`config.mk`:
```
export PLATFORM = sky130hd
export DESIGN_NAME = alu_seq
export DESIGN_NICKNAME = d
export VERILOG_FILES = /design/src/rtl/alu_seq.sv
export SDC_FILE = /design/constraint.sdc
export NUM_CORES = 1
export LEC_CHECK = 0
export CAP_MARGIN = 20
export CORE_MARGIN = 1
export CORE_UTILIZATION = 42
export CTS_CLUSTER_DIAMETER = 120
export DETAILED_ROUTE_END_ITERATION = 6
export PLACE_DENSITY = 0.61
export SLEW_MARGIN = 20
export SYNTH_ARGS = -nofsm -noshare
export SYNTH_HDL_FRONTEND = slang
export SYNTH_SLANG_ARGS = --single-unit
```
`constraint.sdc`:
```
create_clock -name clk -period 3.6 [get_ports clk]
set_input_delay 0.72 -clock clk [delete_from_list [all_inputs] [get_ports clk]]
set_output_delay 0.72 -clock clk [all_outputs]
set_load 0.1 [all_outputs]
```
`src/rtl/alu_seq.sv`:
```
// Sequential ALU: operands are captured on start, most ops finish in one
// EXEC cycle, MUL runs as a WIDTH-cycle shift-add, and a one-cycle DONE state
// raises the done pulse before the unit returns to IDLE.
module alu_seq #(
    parameter int WIDTH = 8
) (
    input  logic             clk,
    input  logic             reset,
    input  logic             start,
    input  logic [2:0]       op,
    input  logic [WIDTH-1:0] inA,
    input  logic [WIDTH-1:0] inB,
    output logic [WIDTH-1:0] ans,
    output logic [WIDTH-1:0] ans_hi,
    output logic [1:0]       flags,
    output logic             busy,
    output logic             done
);

    localparam int SW = $clog2(WIDTH);
    localparam logic [SW-1:0] LAST_STEP = SW'(WIDTH - 1);

    localparam logic [2:0] OP_ADD = 3'b000;
    localparam logic [2:0] OP_SUB = 3'b001;
    localparam logic [2:0] OP_AND = 3'b010;
    localparam logic [2:0] OP_OR  = 3'b011;
    localparam logic [2:0] OP_MUL = 3'b100;
    localparam logic [2:0] OP_SLT = 3'b101;
    localparam logic [2:0] OP_SLL = 3'b110;
    localparam logic [2:0] OP_SRA = 3'b111;

    typedef enum logic [1:0] {
        IDLE = 2'b00,
        EXEC = 2'b01,
        DONE = 2'b10
    } stateT;

    stateT              state;
    logic [2:0]         opReg;
    logic [WIDTH-1:0]   aReg;
    logic [WIDTH-1:0]   bReg;
    logic [WIDTH-1:0]   prodHi;
    logic [WIDTH-1:0]   prodLo;
    logic [SW-1:0]      count;

    logic [SW-1:0]      shAmt;
    logic [WIDTH:0]     addSum;
    logic [WIDTH:0]     subDiff;
    logic [WIDTH:0]     mulSum;
    logic [2*WIDTH-1:0] mulNext;
    logic [WIDTH-1:0]   aluRes;
    logic               aluCarry;

    // Single-cycle datapath on the latched operands, plus one shift-add step
    // of the multiplier: prodLo starts as B and is consumed LSB first while
    // partial sums accumulate into prodHi.
    always_comb begin
        shAmt    = bReg[SW-1:0];
        addSum   = {1'b0, aReg} + {1'b0, bReg};
        subDiff  = {1'b0, aReg} - {1'b0, bReg};
        mulSum   = {1'b0, prodHi} + (prodLo[0] ? {1'b0, aReg} : {(WIDTH+1){1'b0}});
        mulNext  = {mulSum, prodLo[WIDTH-1:1]};
        aluRes   = '0;
        aluCarry = 1'b0;
        case (opReg)
            OP_ADD: begin
                aluRes   = addSum[WIDTH-1:0];
                aluCarry = addSum[WIDTH];
            end
            OP_SUB: begin
                aluRes   = subDiff[WIDTH-1:0];
                aluCarry = subDiff[WIDTH];
            end
            OP_AND: aluRes = aReg & bReg;
            OP_OR:  aluRes = aReg | bReg;
            OP_SLT: aluRes = {{(WIDTH-1){1'b0}}, ($signed(aReg) < $signed(bReg))};
            OP_SLL: aluRes = aReg << shAmt;
            OP_SRA: aluRes = $signed(aReg) >>> shAmt;
            default: aluRes = '0;
        endcase
    end

    // Control FSM with registered results; outputs change only on the write edge.
    always_ff @(posedge clk or posedge reset) begin
        if (reset) begin
            state  <= IDLE;
            opReg  <= '0;
            aReg   <= '0;
            bReg   <= '0;
            prodHi <= '0;
            prodLo <= '0;
            count  <= '0;
            ans    <= '0;
            ans_hi <= '0;
            flags  <= '0;
            busy   <= 1'b0;
            done   <= 1'b0;
        end else begin
            case (state)
                IDLE: begin
                    done <= 1'b0;
                    if (start) begin
                        opReg  <= op;
                        aReg   <= inA;
                        bReg   <= inB;
                        prodHi <= '0;
                        prodLo <= inB;
                        count  <= '0;
                        busy   <= 1'b1;
                        state  <= EXEC;
                    end
                end
                EXEC: begin
                    if (opReg == OP_MUL) begin
                        prodHi <= mulNext[2*WIDTH-1:WIDTH];
                        prodLo <= mulNext[WIDTH-1:0];
                        if (count == LAST_STEP) begin
                            ans    <= mulNext[WIDTH-1:0];
                            ans_hi <= mulNext[2*WIDTH-1:WIDTH];
                            flags  <= {(mulNext == '0), 1'b0};
                            done   <= 1'b1;
                            state  <= DONE;
                        end else begin
                            count <= count + 1'b1;
                        end
                    end else begin
                        ans    <= aluRes;
                        ans_hi <= '0;
                        flags  <= {(aluRes == '0), aluCarry};
                        done   <= 1'b1;
                        state  <= DONE;
                    end
                end
                DONE: begin
                    done  <= 1'b0;
                    busy  <= 1'b0;
                    count <= '0;
                    state <= IDLE;
                end
                default: begin
                    done  <= 1'b0;
                    busy  <= 1'b0;
                    state <= IDLE;
                end
            endcase
        end
    end

endmodule

```
# == Word level (Yosys, flattened, before mapping) ==
# Index checks and enable logic that the tools add are counted.
# word_totals
latch_bits,0
regBits,60
word_cells,77
memories,0
output_inout_bits,20
ram_bits,0
romBits,0
# op_classes
mux,28
n_shift,2
reduce_logical,12
add_sub_neg,4
mul,0
eq_ne,15
magnitude_cmp,1
n_div,0
n_bitwise,3
# op_table
operator,count
$mux W8,9
$pmux W8 S7,1
$pmux W8 S2,2
$add A8 B8 Y9,2
$logic_not A16 Y1,1
$eq A3 B3 Y1 const B,5
$mux W2,5
$mux W3,3
$pmux W3 S3,1
$sub A8 B8 Y9,1
$and A8 B8 Y8,1
$logic_not A8 Y1,1
$lt A8 B8 Y1,1
$or A8 B8 Y8,1
$reduce_and A2 Y1,4
$shl A8 B3 Y8,1
$sshr A8 B3 Y8,1
$eq A3 B2 Y1 const B,2
$ne A2 B2 Y1 const B,3
$mux W1,4
$pmux W1 S2,2
$pmux W2 S2,1
$reduce_and A4 Y1,1
$add A3 B1 Y3 const B,1
other kinds (11),11

# == Depth between registers and ports, before layout ==
# logic_depth
ltp_word,5
mapped_depth,11
depth_no_buf,11

# == Worst setup path after synthesis ==
# OpenSTA, ideal clock, no wires.
# synth_path
path_type,register to register
startpoint,register bReg[0]
endpoint,register flags[1]
t_arrival_ns,2.863
period_less_slack_ns,2.940
setup_slack_ns,0.660
path_stages_with_launch,12
path_cell_list,dfrtp_1 > buf_6 > buf_2 > inv_1 > ha_1 > inv_1 > mux4_2 > nor2_1 > or4_1 > or3_1 > or4_1 > o21ai_1
# synth_via
elab_chain_cells,4
elab_cells_between_ends,10
classes_between,2 x add/sub; 1 x order compare; 2 x shift; 2 x mux; 2 x bitwise; 1 x reduce/logical
# synth_rtl
element,line_no,text
from (decl),41,logic [WIDTH-1:0] bReg;
from (signal assigned),105,bReg <= inB;
$sub A8 B8 Y9 (tied with other cells),60,"subDiff = {1'b0, aReg} - {1'b0, bReg};"
$pmux W8 S7 (*),65,case (opReg)
$logic_not A8 Y1 (*),129,"flags <= {(aluRes == '0), aluCarry};"
$mux W2 (*),114,if (opReg == OP_MUL) begin
to (signal assigned),120,"flags <= {(mulNext == '0), 1'b0};"
to (signal assigned),129,
to (decl),15,"output logic [1:0] flags,"
# Every way passes the cells marked *; elsewhere a longest branch is shown, timed or not.
# A chain may end at the register's enable or synchronous reset.

# == Final worst setup path ==
# layout_path
startpoint,register aReg[2]
endpoint,register flags[1]
# layout_via
elab_chain_cells,5
elab_cells_between_ends,14
classes_between,3 x add/sub; 1 x order compare; 2 x shift; 4 x mux; 2 x bitwise; 2 x reduce/logical
# layout_rtl
element,line_no,text
from (decl),40,logic [WIDTH-1:0] aReg;
from (signal assigned),104,aReg <= inA;
$mux W8,61,"mulSum = {1'b0, prodHi} + (prodLo[0] ? {1'b0, aReg} : {(WIDTH+1){1'b0}});"
$add A8 B8 Y9,61,
$logic_not A16 Y1,120,
$mux W2,117,if (count == LAST_STEP) begin
$mux W2 (*),114,
# Every way passes the cells marked *; elsewhere a longest branch is shown, timed or not. The select of a mux whose other input is x is not followed.

==> results.sh <==
export IMPL_fin_crit_sh_pct=87.6
export IMPL_synthCells=536
export IMPL_timing_fmax_mhz=317
export IMPL_hold_depth=2
export IMPL_drt_vias_per_instance=5.82
export IMPL_endpoint="flags[1]"
export IMPL_wl_per_cell_um=18.9
export IMPL_die_area_um2=11300
export IMPL_fin_skew_ps=5.86
export IMPL_clk_pin_slew_worst_paths_ps=70
export IMPL_grt_busiest_layer="met2"
export IMPL_r2r_start="aReg[2]"
export IMPL_portBuffers=41
export IMPL_layout_common_cells="nand2_1, dfrtp_1, o21ai_0"
export IMPL_clock_path_buffers=2
export IMPL_firstDrtPassIters=6
export IMPL_met2_usage_pct=40.1
export IMPL_hold_violations=0
export IMPL_slew_violations=0
export IMPL_worstPathArrival_ps=3440
export IMPL_grt_overflow_total=0
export IMPL_final_common_cell="nand2_1"
export IMPL_finalSetupViolations=0
export IMPL_io_pins=42
export IMPL_p_total_w=0.00552
export IMPL_reg2reg_to="flags[1]"
export IMPL_antenna_found_initial=0
export IMPL_cts_tree="done"
export IMPL_instances_no_fill=718
export IMPL_diodes=0
export IMPL_synth_distinct_cells=65
export IMPL_run_status="finished, final reports clean"
export IMPL_relSlewSlack_pct=34.6
export IMPL_startpoint_type="flip-flop"
export IMPL_crit_type="flip-flop to flip-flop"
export IMPL_globalplace_congestion=0.988
export IMPL_cts_root_buf="clkbuf_8"
export IMPL_synthesis_nets=599
export IMPL_cts_htree_levels=3
export IMPL_die_h_um=107
export IMPL_avgSynthCellArea_um2=8.56
export IMPL_drt_antenna_violating_nets=0
export IMPL_rsz0062_at_grt="no"
export IMPL_area_growth_pct=17.1
export IMPL_grtUsageTotal_pct=25.5
export IMPL_crit_fanout=10
export IMPL_n_fill_cell=1049
export IMPL_clk_latency_ps=360
export IMPL_grt_pass1_vias=4203
export IMPL_rr_worst_depth=9
export IMPL_syn_area_um2=4590
export IMPL_dp_hpwl_mm=10.2
export IMPL_grt_max_degree=37
export IMPL_initial_utilization_pct=43.8
export IMPL_min_from="ans[5]"
export IMPL_p_per_area_nw_per_um2=1030
export IMPL_drc=0
export IMPL_postCtsSetupRepairBufs=0
export IMPL_routed_wl_mm=13.6
export IMPL_vdd_drop_max_v=0.000630
export IMPL_die_w_um=107
export IMPL_startpoint="aReg[2]"
export IMPL_cts_buffers=9
export IMPL_drive_above_1_share_pct=8.08
export IMPL_hold_buffers=0
export IMPL_critical_path_required_ps=3890
export IMPL_routed_via_count=4182
export IMPL_tightest_slew_ps=978
export IMPL_ys_ff_latch=60
export IMPL_ys_seq_area_share_pct=32.7
export IMPL_grt_first_pass_wirelength_mm=22.0
export IMPL_numClockSinks=60
export IMPL_met1_usage_pct=34.3
export IMPL_nets=640
export IMPL_drt_iter0_drc=323
export IMPL_hold_ws_ps=468
export IMPL_ctsResizeCount=0
export IMPL_synth_edf_count=0
export IMPL_synthArstFlopShare_pct=100
export IMPL_maxCapViolCount=0
export IMPL_fp_coreArea_um2=10500
export IMPL_leakagePower_nw=2.44
export IMPL_holdCritPathClass="flip-flop to flip-flop"
export IMPL_yosys_warnings=0
export IMPL_dp_cells=702
export IMPL_cp_end_kind="flip-flop"
export IMPL_r2r_slack_ps=450
export IMPL_setup_tns_ps=0
export IMPL_layout_min_cycle_time_ps=3150
export IMPL_fp_row_count=37
export IMPL_grt_met3_usage_pct=5.52
export IMPL_yosys_most_used_dff="dfrtp_1"
## synthesized netlist by cell type (5+ instances only)
cell / number / area, um2
mux2i_1: 21 / 210
nor2b_1: 8 / 50.1
o31ai_1: 6 / 45.0
o21ai_0: 58 / 290
and2_1: 10 / 62.6
nor3_1: 5 / 25.0
nand2_1: 78 / 293
nand2b_1: 11 / 68.8
clkbuf_1: 19 / 71.3
dfrtp_1: 60 / 1500
mux4_2: 6 / 135
a21oi_1: 24 / 120
ha_1: 38 / 475
o211ai_1: 6 / 45.0
inv_1: 29 / 109
a21o_1: 6 / 45.0
a211oi_1: 5 / 37.5
a31oi_1: 6 / 37.5
nand3_1: 15 / 75.1
nor2_1: 35 / 131
o21a_1: 5 / 37.5
## area by class of cell
| type | count | area (um2) | area share, % |
|---|---|---|---|
| multi-input combinational | 419 | 2860 | 53.3 |
| sequential | 60 | 1500 | 28.0 |
| timing repair buffer | 55 | 515 | 9.60 |
| tap | 136 | 170 | 3.17 |
| clock buffer | 11 | 141 | 2.63 |
| inverter | 32 | 120 | 2.24 |
| clock inverter | 5 | 60.1 | 1.12 |
## per-layer routing
layer  wire [um]  part of all wire [%]
met5           0                     0
met1        6270                    46
met3         865                   6.4
met4         367                   2.7
met2        6070                    45
## state kept, by name, summed over array words and instances, names as in the netlist, 2 cells and up
register,count
aReg,8
ans,8
ans_hi,8
bReg,8
count,3
flags,2
opReg,3
prodHi,8
prodLo,8
state,2
## worst min path at each step
stage / end
2_1_floorplan: count[0]
4_1_cts: ans[5]
3_3_place_gp: ans[5]
3_5_place_dp: ans[5]
6_report: ans[5]
5_1_grt: ans[7]
## report_power, final
part           switching [W]  internal (W)
clock               0.000296      0.000341
combinational        0.00230       0.00134
sequential          0.000331      0.000914
total                0.00293       0.00259
## critical path, cell delays in order (launching register included)
cell and delay [ps]:
dfrtp_1 590, inv_1 110, ha_1 400, nand2b_1 200, a221oi_1 460, mux2i_1 270, o22ai_1 110, or3_1 340
or4_1 460, o21ai_1 130
## stage by stage
stage | util, % | worst slack, ps | instance area (um2)
after floorplan | - | 660 | 4590
after global placement | 49.4 | 525 | 5170
after detailed placement | 49.4 | 497 | 5170
after CTS | 51.3 | 474 | 5370
after global routing | 51.3 | 306 | 5370
final | 51.3 | 448 | 5370
## cell families after synthesis
group | after synthesis | synth area share [%]
flops | 60 | 32.7
buf+inv | 57 | 4.99
mux | 32 | 9.08
compound gates | 151 | 20.9
fa+ha+maj | 41 | 11.7
simple gates | 191 | 19.9
xor+xnor | 4 | 0.764
No activity file was read; power rests on OpenSTA's default activity.
